### src/rtl/hazard_pkg.sv
// Shared types and constants for the pipeline hazard controller.
package hazard_pkg;

  typedef enum logic {RUN = 1'b0, STALL = 1'b1} state_e;

  localparam logic [1:0] FWD_REG = 2'd0;
  localparam logic [1:0] FWD_MEM = 2'd1;
  localparam logic [1:0] FWD_WB  = 2'd2;

  // Producer writes a non-zero rd that equals the consumer's source register.
  function automatic logic reg_hit(input logic wr, input logic [4:0] rd, input logic [4:0] rs);
    return wr && (rd != 5'd0) && (rd == rs);
  endfunction

endpackage

### src/rtl/hazard_ctrl_fwd_sel.sv
// Single-operand forwarding select: MEM result beats WB result, else regfile.
module fwd_sel
  import hazard_pkg::*;
(
  input  logic [4:0] rs,
  input  logic       use_rs,
  input  logic [4:0] rd_mem,
  input  logic       regwrite_mem,
  input  logic       mem_block,
  input  logic [4:0] rd_wb,
  input  logic       regwrite_wb,
  output logic [1:0] sel
);

  always_comb begin
    sel = FWD_REG;
    // mem_block lets ID consumers skip a load still in MEM (data not ready yet)
    if (use_rs && !mem_block && reg_hit(regwrite_mem, rd_mem, rs)) sel = FWD_MEM;
    else if (use_rs && reg_hit(regwrite_wb, rd_wb, rs))            sel = FWD_WB;
  end

endmodule

### src/rtl/hazard_ctrl.sv
// Hazard controller: stall/flush/bubble sequencing plus EX and ID forwarding.
// Optional performance counters are built when HAZARD_PERF_EN is defined.
module hazard_ctrl
  import hazard_pkg::*;
#(
  parameter int XLEN = 32
) (
  input  logic            clk,
  input  logic            rst,
  input  logic [4:0]      rs1_id,
  input  logic [4:0]      rs2_id,
  input  logic            use_rs1_id,
  input  logic            use_rs2_id,
  input  logic            is_branch_id,
  input  logic            taken_id,
  input  logic [4:0]      rs1_ex,
  input  logic [4:0]      rs2_ex,
  input  logic [4:0]      rd_ex,
  input  logic [4:0]      rd_mem,
  input  logic [4:0]      rd_wb,
  input  logic            regwrite_ex,
  input  logic            regwrite_mem,
  input  logic            regwrite_wb,
  input  logic            memread_ex,
  input  logic            memread_mem,
  input  logic            jalr_ex,
  output logic            pc_write,
  output logic            ifid_write,
  output logic            ifid_flush,
  output logic            idex_bubble,
  output logic [1:0]      fwd_a_ex,
  output logic [1:0]      fwd_b_ex,
  output logic [1:0]      fwd_a_id,
`ifdef HAZARD_PERF_EN
  output logic [1:0]      fwd_b_id,
  output logic [XLEN-1:0] stall_cnt,
  output logic [XLEN-1:0] flush_cnt
`else
  output logic [1:0]      fwd_b_id
`endif
);

  if (XLEN < 1) begin : g_bad_xlen
  end

  state_e     state_q, state_d;
  logic [1:0] need;
  logic       ex_hit, mem_hit;
  logic [1:0] sel_a_ex, sel_b_ex, sel_a_id, sel_b_id;

  fwd_sel u_fwd_a_ex (.rs(rs1_ex), .use_rs(1'b1), .rd_mem(rd_mem), .regwrite_mem(regwrite_mem),
                      .mem_block(1'b0), .rd_wb(rd_wb), .regwrite_wb(regwrite_wb), .sel(sel_a_ex));
  fwd_sel u_fwd_b_ex (.rs(rs2_ex), .use_rs(1'b1), .rd_mem(rd_mem), .regwrite_mem(regwrite_mem),
                      .mem_block(1'b0), .rd_wb(rd_wb), .regwrite_wb(regwrite_wb), .sel(sel_b_ex));
  fwd_sel u_fwd_a_id (.rs(rs1_id), .use_rs(use_rs1_id), .rd_mem(rd_mem), .regwrite_mem(regwrite_mem),
                      .mem_block(memread_mem), .rd_wb(rd_wb), .regwrite_wb(regwrite_wb), .sel(sel_a_id));
  fwd_sel u_fwd_b_id (.rs(rs2_id), .use_rs(use_rs2_id), .rd_mem(rd_mem), .regwrite_mem(regwrite_mem),
                      .mem_block(memread_mem), .rd_wb(rd_wb), .regwrite_wb(regwrite_wb), .sel(sel_b_id));

  assign fwd_a_ex = rst ? sel_a_ex : FWD_REG;
  assign fwd_b_ex = rst ? sel_b_ex : FWD_REG;
  assign fwd_a_id = rst ? sel_a_id : FWD_REG;
  assign fwd_b_id = rst ? sel_b_id : FWD_REG;

  // Stall length is the maximum over all producer/consumer terms.
  always_comb begin
    ex_hit  = (use_rs1_id && reg_hit(regwrite_ex, rd_ex, rs1_id)) ||
              (use_rs2_id && reg_hit(regwrite_ex, rd_ex, rs2_id));
    mem_hit = (use_rs1_id && reg_hit(regwrite_mem, rd_mem, rs1_id)) ||
              (use_rs2_id && reg_hit(regwrite_mem, rd_mem, rs2_id));
    need = 2'd0;
    if (ex_hit && !memread_ex && is_branch_id) need = 2'd1;
    if (mem_hit && memread_mem && is_branch_id) need = 2'd1;
    if (ex_hit && memread_ex) need = is_branch_id ? 2'd2 : 2'd1;
  end

  always_ff @(posedge clk or negedge rst) begin
    if (!rst) state_q <= RUN;
    else      state_q <= state_d;
  end

  always_comb begin
    state_d = RUN;
    if (!jalr_ex && state_q == RUN && need == 2'd2) state_d = STALL;
  end

  always_comb begin
    pc_write    = 1'b1;
    ifid_write  = 1'b1;
    ifid_flush  = 1'b0;
    idex_bubble = 1'b0;
    if (!rst) begin
      pc_write    = 1'b0;
      ifid_write  = 1'b0;
      ifid_flush  = 1'b1;
      idex_bubble = 1'b1;
    end else if (jalr_ex) begin
      ifid_flush  = 1'b1;
      idex_bubble = 1'b1;
    end else if (state_q == STALL || need != 2'd0) begin
      pc_write    = 1'b0;
      ifid_write  = 1'b0;
      idex_bubble = 1'b1;
    end else if (taken_id) begin
      ifid_flush  = 1'b1;
    end
  end

`ifdef HAZARD_PERF_EN
  logic [XLEN-1:0] stall_cnt_q, stall_cnt_d, flush_cnt_q, flush_cnt_d;

  always_comb begin
    stall_cnt_d = stall_cnt_q + (pc_write ? XLEN'(0) : XLEN'(1));
    flush_cnt_d = flush_cnt_q + (ifid_flush ? XLEN'(1) : XLEN'(0));
  end

  always_ff @(posedge clk or negedge rst) begin
    if (!rst) begin
      stall_cnt_q <= '0;
      flush_cnt_q <= '0;
    end else begin
      stall_cnt_q <= stall_cnt_d;
      flush_cnt_q <= flush_cnt_d;
    end
  end

  assign stall_cnt = stall_cnt_q;
  assign flush_cnt = flush_cnt_q;
`endif

endmodule

### config.mk
export PLATFORM = sky130hd
export DESIGN_NAME = hazard_ctrl
export DESIGN_NICKNAME = d
export VERILOG_FILES = /design/src/rtl/hazard_pkg.sv /design/src/rtl/hazard_ctrl_fwd_sel.sv /design/src/rtl/hazard_ctrl.sv
export SDC_FILE = /design/constraint.sdc
export NUM_CORES = 1
export LEC_CHECK = 0
export CORE_UTILIZATION = 23
export DETAILED_ROUTE_END_ITERATION = 10
export HOLD_SLACK_MARGIN = 0.15
export PLACE_DENSITY = 0.56
export SETUP_SLACK_MARGIN = 0.5
export SLEW_MARGIN = 0
export SYNTH_ARGS = -nofsm -noshare
export SYNTH_HDL_FRONTEND = slang
export SYNTH_HIERARCHICAL = 1
export SYNTH_SLANG_ARGS = --single-unit
### constraint.sdc
create_clock -name clk -period 3.4 [get_ports clk]
set_clock_uncertainty 0.05 [all_clocks]
set_input_delay 0.68 -clock clk [delete_from_list [all_inputs] [get_ports clk]]
set_output_delay 0.68 -clock clk [all_outputs]
set_load 0.02 [all_outputs]
# ---- Word level (Yosys, flattened, before mapping)
# Index checks and enable logic that the tools add are counted.
dict set report word_totals {
  reg_bits 1
  inputBits 47
  out_inout_bits 12
  word_cells 80
}
dict set report classes {
  eq_ne 11
  n_mux 27
  bitwise 1
  reduce_logical 40
}
# op n
set ops {}
lappend ops {{$eq 5x5->1} 10}
lappend ops {{$logic_and 1x1->1} 30}
lappend ops {{$mux 2} 14}
lappend ops {{$reduce_bool 5->1} 3}
lappend ops {{$mux 1} 13}
lappend ops {{$logic_not 1->1} 3}
lappend ops {{$logic_or 1x1->1} 3}
lappend ops {{$eq 2x2->1 const B} 1}
lappend ops {{$reduce_bool 2->1} 1}
lappend ops {{$not 1->1} 1}

# ---- Depth between registers and ports, before layout
dict set report depth {
  word_depth 15
  depth_mapped 7
  ltp_nobuf 6
}

# ---- Hierarchy
# The synthesis kept the hierarchy.
# module instances cells_each area_each_um2
set modules_own_cells {}
lappend modules_own_cells {fwd_sel 4 20 153.9}
lappend modules_own_cells {hazard_ctrl 1 56 427.9}

# ---- Least setup slack after synthesis
# OpenSTA, ideal clock, no wires.
dict set report synth_timing {
  path_type {input -> output}
  from {input rd_ex[1]}
  to {output pc_write}
  t_arrival_ns 2.120
  slack_ns 0.550
  stages 5
  path_buffers 1
  cell_sequence {or4_2 o21ai_1 o311a_1 o21a_1 buf_4}
}
dict set report synth_between {
  elab_chain_cells 15
  word_cells_on_any_way 20
}
# item line
set synth_rtl {}
lappend synth_rtl {{start: declaration} hazard_ctrl.sv:18} ;# input logic [4:0] rd_ex,
lappend synth_rtl {{$reduce_bool 5->1} hazard_pkg.sv:12} ;# return wr && (rd != 5'd0) && (rd == rs);
lappend synth_rtl {{$logic_and 1x1->1 (2 in series)} hazard_pkg.sv:12}
lappend synth_rtl {{$logic_and 1x1->1 (on tied branches)} {hazard_ctrl.sv:67, hazard_ctrl.sv:68}}
lappend synth_rtl {{$logic_or 1x1->1 (*)} hazard_ctrl.sv:67} ;# ex_hit = (use_rs1_id && reg_hit(regwrite_ex, rd_ex, rs1_id)) ||
lappend synth_rtl {{$logic_and 1x1->1 (2 in series)} hazard_ctrl.sv:72} ;# if (ex_hit && !memread_ex && is_branch_id) need = 2'd1;
lappend synth_rtl {{$mux 1} hazard_ctrl.sv:72}
lappend synth_rtl {{$mux 1} hazard_ctrl.sv:73} ;# if (mem_hit && memread_mem && is_branch_id) need = 2'd1;
lappend synth_rtl {{$mux 2 (*)} hazard_ctrl.sv:74} ;# if (ex_hit && memread_ex) need = is_branch_id ? 2'd2 : 2'd1;
lappend synth_rtl {{$reduce_bool 2->1 (*)} hazard_ctrl.sv:100} ;# end else if (state_q == STALL || need != 2'd0) begin
lappend synth_rtl {{$logic_or 1x1->1 (*)} hazard_ctrl.sv:100}
lappend synth_rtl {{$mux 1 (*) (3 in series)} -}
lappend synth_rtl {{end: declaration} hazard_ctrl.sv:27} ;# output logic pc_write,
# Mark *: on every way between the ends. The rest lies on a longest branch, timed or not.

# ---- Worst setup path after layout
dict set report layout_timing {
  from {input rs2_id[0]}
  to {output ifid_flush}
}
dict set report layout_between {
  elab_chain_cells 14
  word_cells_on_any_way 21
}
# item line
set layout_rtl {}
lappend layout_rtl {{start: declaration} hazard_ctrl.sv:11} ;# input logic [4:0] rs2_id,
lappend layout_rtl {{$eq 5x5->1} hazard_pkg.sv:12}
lappend layout_rtl {{$logic_and 1x1->1} hazard_pkg.sv:12}
lappend layout_rtl {{$logic_and 1x1->1} hazard_ctrl.sv:68} ;# (use_rs2_id && reg_hit(regwrite_ex, rd_ex, rs2_id));
lappend layout_rtl {{$logic_or 1x1->1} hazard_ctrl.sv:67}
lappend layout_rtl {{$logic_and 1x1->1 (2 in series)} hazard_ctrl.sv:72}
lappend layout_rtl {{$mux 1} hazard_ctrl.sv:72}
lappend layout_rtl {{$mux 1} hazard_ctrl.sv:73}
lappend layout_rtl {{$mux 2 (*)} hazard_ctrl.sv:74}
lappend layout_rtl {{$reduce_bool 2->1 (*)} hazard_ctrl.sv:100}
lappend layout_rtl {{$logic_or 1x1->1 (*)} hazard_ctrl.sv:100}
lappend layout_rtl {{$mux 1 (*)} hazard_ctrl.sv:100}
lappend layout_rtl {{$mux 1 (*)} hazard_ctrl.sv:97} ;# end else if (jalr_ex) begin
lappend layout_rtl {{$mux 1 (*)} hazard_ctrl.sv:92} ;# if (!rst) begin
lappend layout_rtl {{end: declaration} hazard_ctrl.sv:29} ;# output logic ifid_flush,
# Marked as above.

==> run_results.csv <==
group,metric,value,unit
placed_design,place_congestion,0.829,
finish,layout.nets,304,
timing,slew_headroom,65.9,%
floorplan,rows,24,
floorplan,core-area,4350,sq um
yosys,synth.largest_area_cell,"xnor2_1",
critical_path,slowest_delay,0.35,ns
placed_design,dp_hpwl,3240,um
finish,fin_util,52.2,%
clock_tree,clk_pin_slew_worst_paths,0,ns
yosys,synth_top_family_by_area,"XOR/XNOR gates",
finish,area_delta_synth_final,118,%
grt,grt_max_degree,13,
grt,overflow,0,
critical_path,worst-r2r-setup-slack,2.53,ns
timing,hold_ws,0.552,ns
timing,min_period_over_period,89.2,%
yosys,ys_seq_area_share,2.40,%
pwr,ir_drop,0.0000456,V
timing,grt_setup_unrepaired,"yes",
finish,largest_reg_flops,1,
timing,setup_violations,0,
critical_path,required,2.67,ns
finish,drive_gt1_share,42.4,%
routing,wl,4720,um
grt,antenna_found_initial,0,
yosys,yosysMostFrequentCell,"xnor2_1",
critical_path,crit_type,"in -> out",
routing,via_count,1486,
yosys,synth_compound_area_share,22.4,%
timing,tightest_slew,0.511,ns
yosys,syn_area_per_cell,7.67,sq um
placed_design,place_inst,284,
timing,worst_slack,0.367,ns
yosys,synth_top_area_share,30.2,%
placed_design,placed_area,1980,sq um
critical_path,cp_slowest_cell,"o311a_1",
floorplan,fp.dieH,69.4,um
grt,grt_pass1_vias,1457,
critical_path,worstPathCellList,"buf_6 > xor2_1 > nor4_1 > and3_1 > a31oi_2 > o311a_1 > a211o_1 > buf_6",
floorplan,die_w,69.4,um
critical_path,critPathArrivalTime,2.30,ns
yosys,synth_commonest_cells,"36 x xnor2_1, 16 x xor2_1, 11 x nand3_1",
yosys,synth_edf_count,0,
routing,ant_nets,0,
finish,n_antenna_cell,0,
finish,reg_top3,"state_q (1)",
critical_path,crit_buf_inv,2,
finish,regMostFlops,"state_q",
finish,layout.cells.non_filler,307,
floorplan,initial_core_util,24.0,%
yosys,ys.warnings.count,6,
yosys,synth_adder_area_share,0,%
yosys,syn_area,1040,sq um
floorplan,die_area,4810,sq um
critical_path,path_common_cell,"buf_6",
critical_path,path_delay_family,"compound AO/OA/AOI/OAI gates",
yosys,synth-simple-area-share,27.6,%
finish,fin_area,2270,sq um
yosys,synth_xor_area_share,43.6,%
routing,drt_iter0_drc,105,
timing,slew_violations,0,
yosys,synth_area_leaders,"xnor2_1 30%, xor2_1 13%, o41ai_2 6.2%",
routing,drc_errors,0,
critical_path,cp-end-kind,"output port",
routing,drtPass1Iterations,4,
routing,routedWlPerCell,15.4,um
grt,grtUsageTotal,18.3,%
flow_run,max-cap-violations,0,
min_path,min_path_type,"reg -> reg",
timing,timing.fmax,330,MHz
critical_path,worst_setup_path_start_kind,"input port",
yosys,postSynthCellCount,136,
yosys,synth-seq-cells,1,
finish,num-fill-cells,443,
placed_design,portBuffers,58,
clock_tree,worstSkewPairLatency,0,ns
yosys,synthArstFlopShare,100,%
pwr,finalPower,277,uW
timing,hold_viol,0,
yosys,yosysUniqueCellTypes,29,
outcome,status,"completed",
floorplan,num_io_pins,59,
grt,grt_first_pass_wirelength,7290,um
pwr,powerDensity,122,nW/um^2
placed_design,post-place-ws,-0.371,ns
pwr,p_leak,0.951,nW
clock_tree,ctsHoldBuffers,0,
critical_path,cp_max_fo,3,
yosys,synth-main-ff-cell,"dfrtp_1",
yosys,synthMuxAreaShare,0,%
timing,finalSetupTns,0,ns
routing,viasPerCell,4.84,
timing,layout_min_cycle_time,3.03,ns
timing repair:
| item | 4_1_cts | 5_1_grt |
|---|---|---|
| pin swaps | 22 | 8 |
| setup buffers | 22 | 0 |
| endpoints found under the setup margin | 12 | 12 |
| gates cloned | 1 | 0 |
| resized for setup | 139 | 34 |
logic make-up (layout without fill, tap and decap cells):
kind of cell,Yosys count,in the layout
XOR/XNOR,52,52
other,2,6
flip-flops,1,1
AO/OA/AOI/OAI,23,23
AND/OR/NAND/NOR,50,50
buffers and inverters,8,123
worst paths after layout:
check / startpoint / to / depth (start not counted)
worst max-delay path: rs2_id[0] / ifid_flush / 8
worst min-delay path: state_q / state_q / 3
worst max register to register: state_q / state_q / 3
worst min register to register: state_q / state_q / 3
max in group asynchronous: rst / state_q / 1
min in group asynchronous: rst / state_q / 1
layout make-up:
type	count	area, sq um	area share [%]
sequential	1	25.0	1.10
inverter	6	22.5	0.991
multi-input combinational	131	1140	50.3
timing repair buffer	117	1020	44.7
tap	52	65.1	2.86
placed cells by master, fill, tap and decap left out, types with 3 or more instances in the layout:
master,synthesis,routed
a2111oi_4,0,4
and2_1,8,8
buf_2,0,16
buf_4,1,47
buf_6,0,20
clkdlybuf4s15_2,0,3
clkdlybuf4s50_1,0,18
conb_1,2,6
dlygate4sd2_1,0,4
dlymetal6s2s_1,0,6
inv_1,6,6
nand2_1,4,4
nand3_1,11,11
nand4_1,4,4
nor2_1,6,4
nor3_1,5,4
nor4_1,7,4
o2111ai_1,5,5
o21ai_0,4,3
xnor2_1,36,36
xor2_1,16,14
tightest hold or removal path: stages, from the launching register on:
cell and delay [ns]:
dfrtp_1 0.33, nor2_1 0.05, nand3_1 0.13, nor3_4 0.04
layer usage:
layer	global-route usage (%)	vias to the layer above	part of all wire [%]
met5	0	-	0
met4	1.59	0	1.2
met3	0.872	6	5.0
met2	30.6	52	49
met1	26.8	694	45
li1	-	734	-
report_power, final:
group / internal, mW / switching [mW] / total [mW]
clock network: 0 / 0 / 0
registers: 0.0122 / 0.0000207 / 0.0122
logic: 0.144 / 0.121 / 0.265
No activity file was read; power rests on OpenSTA's default activity.
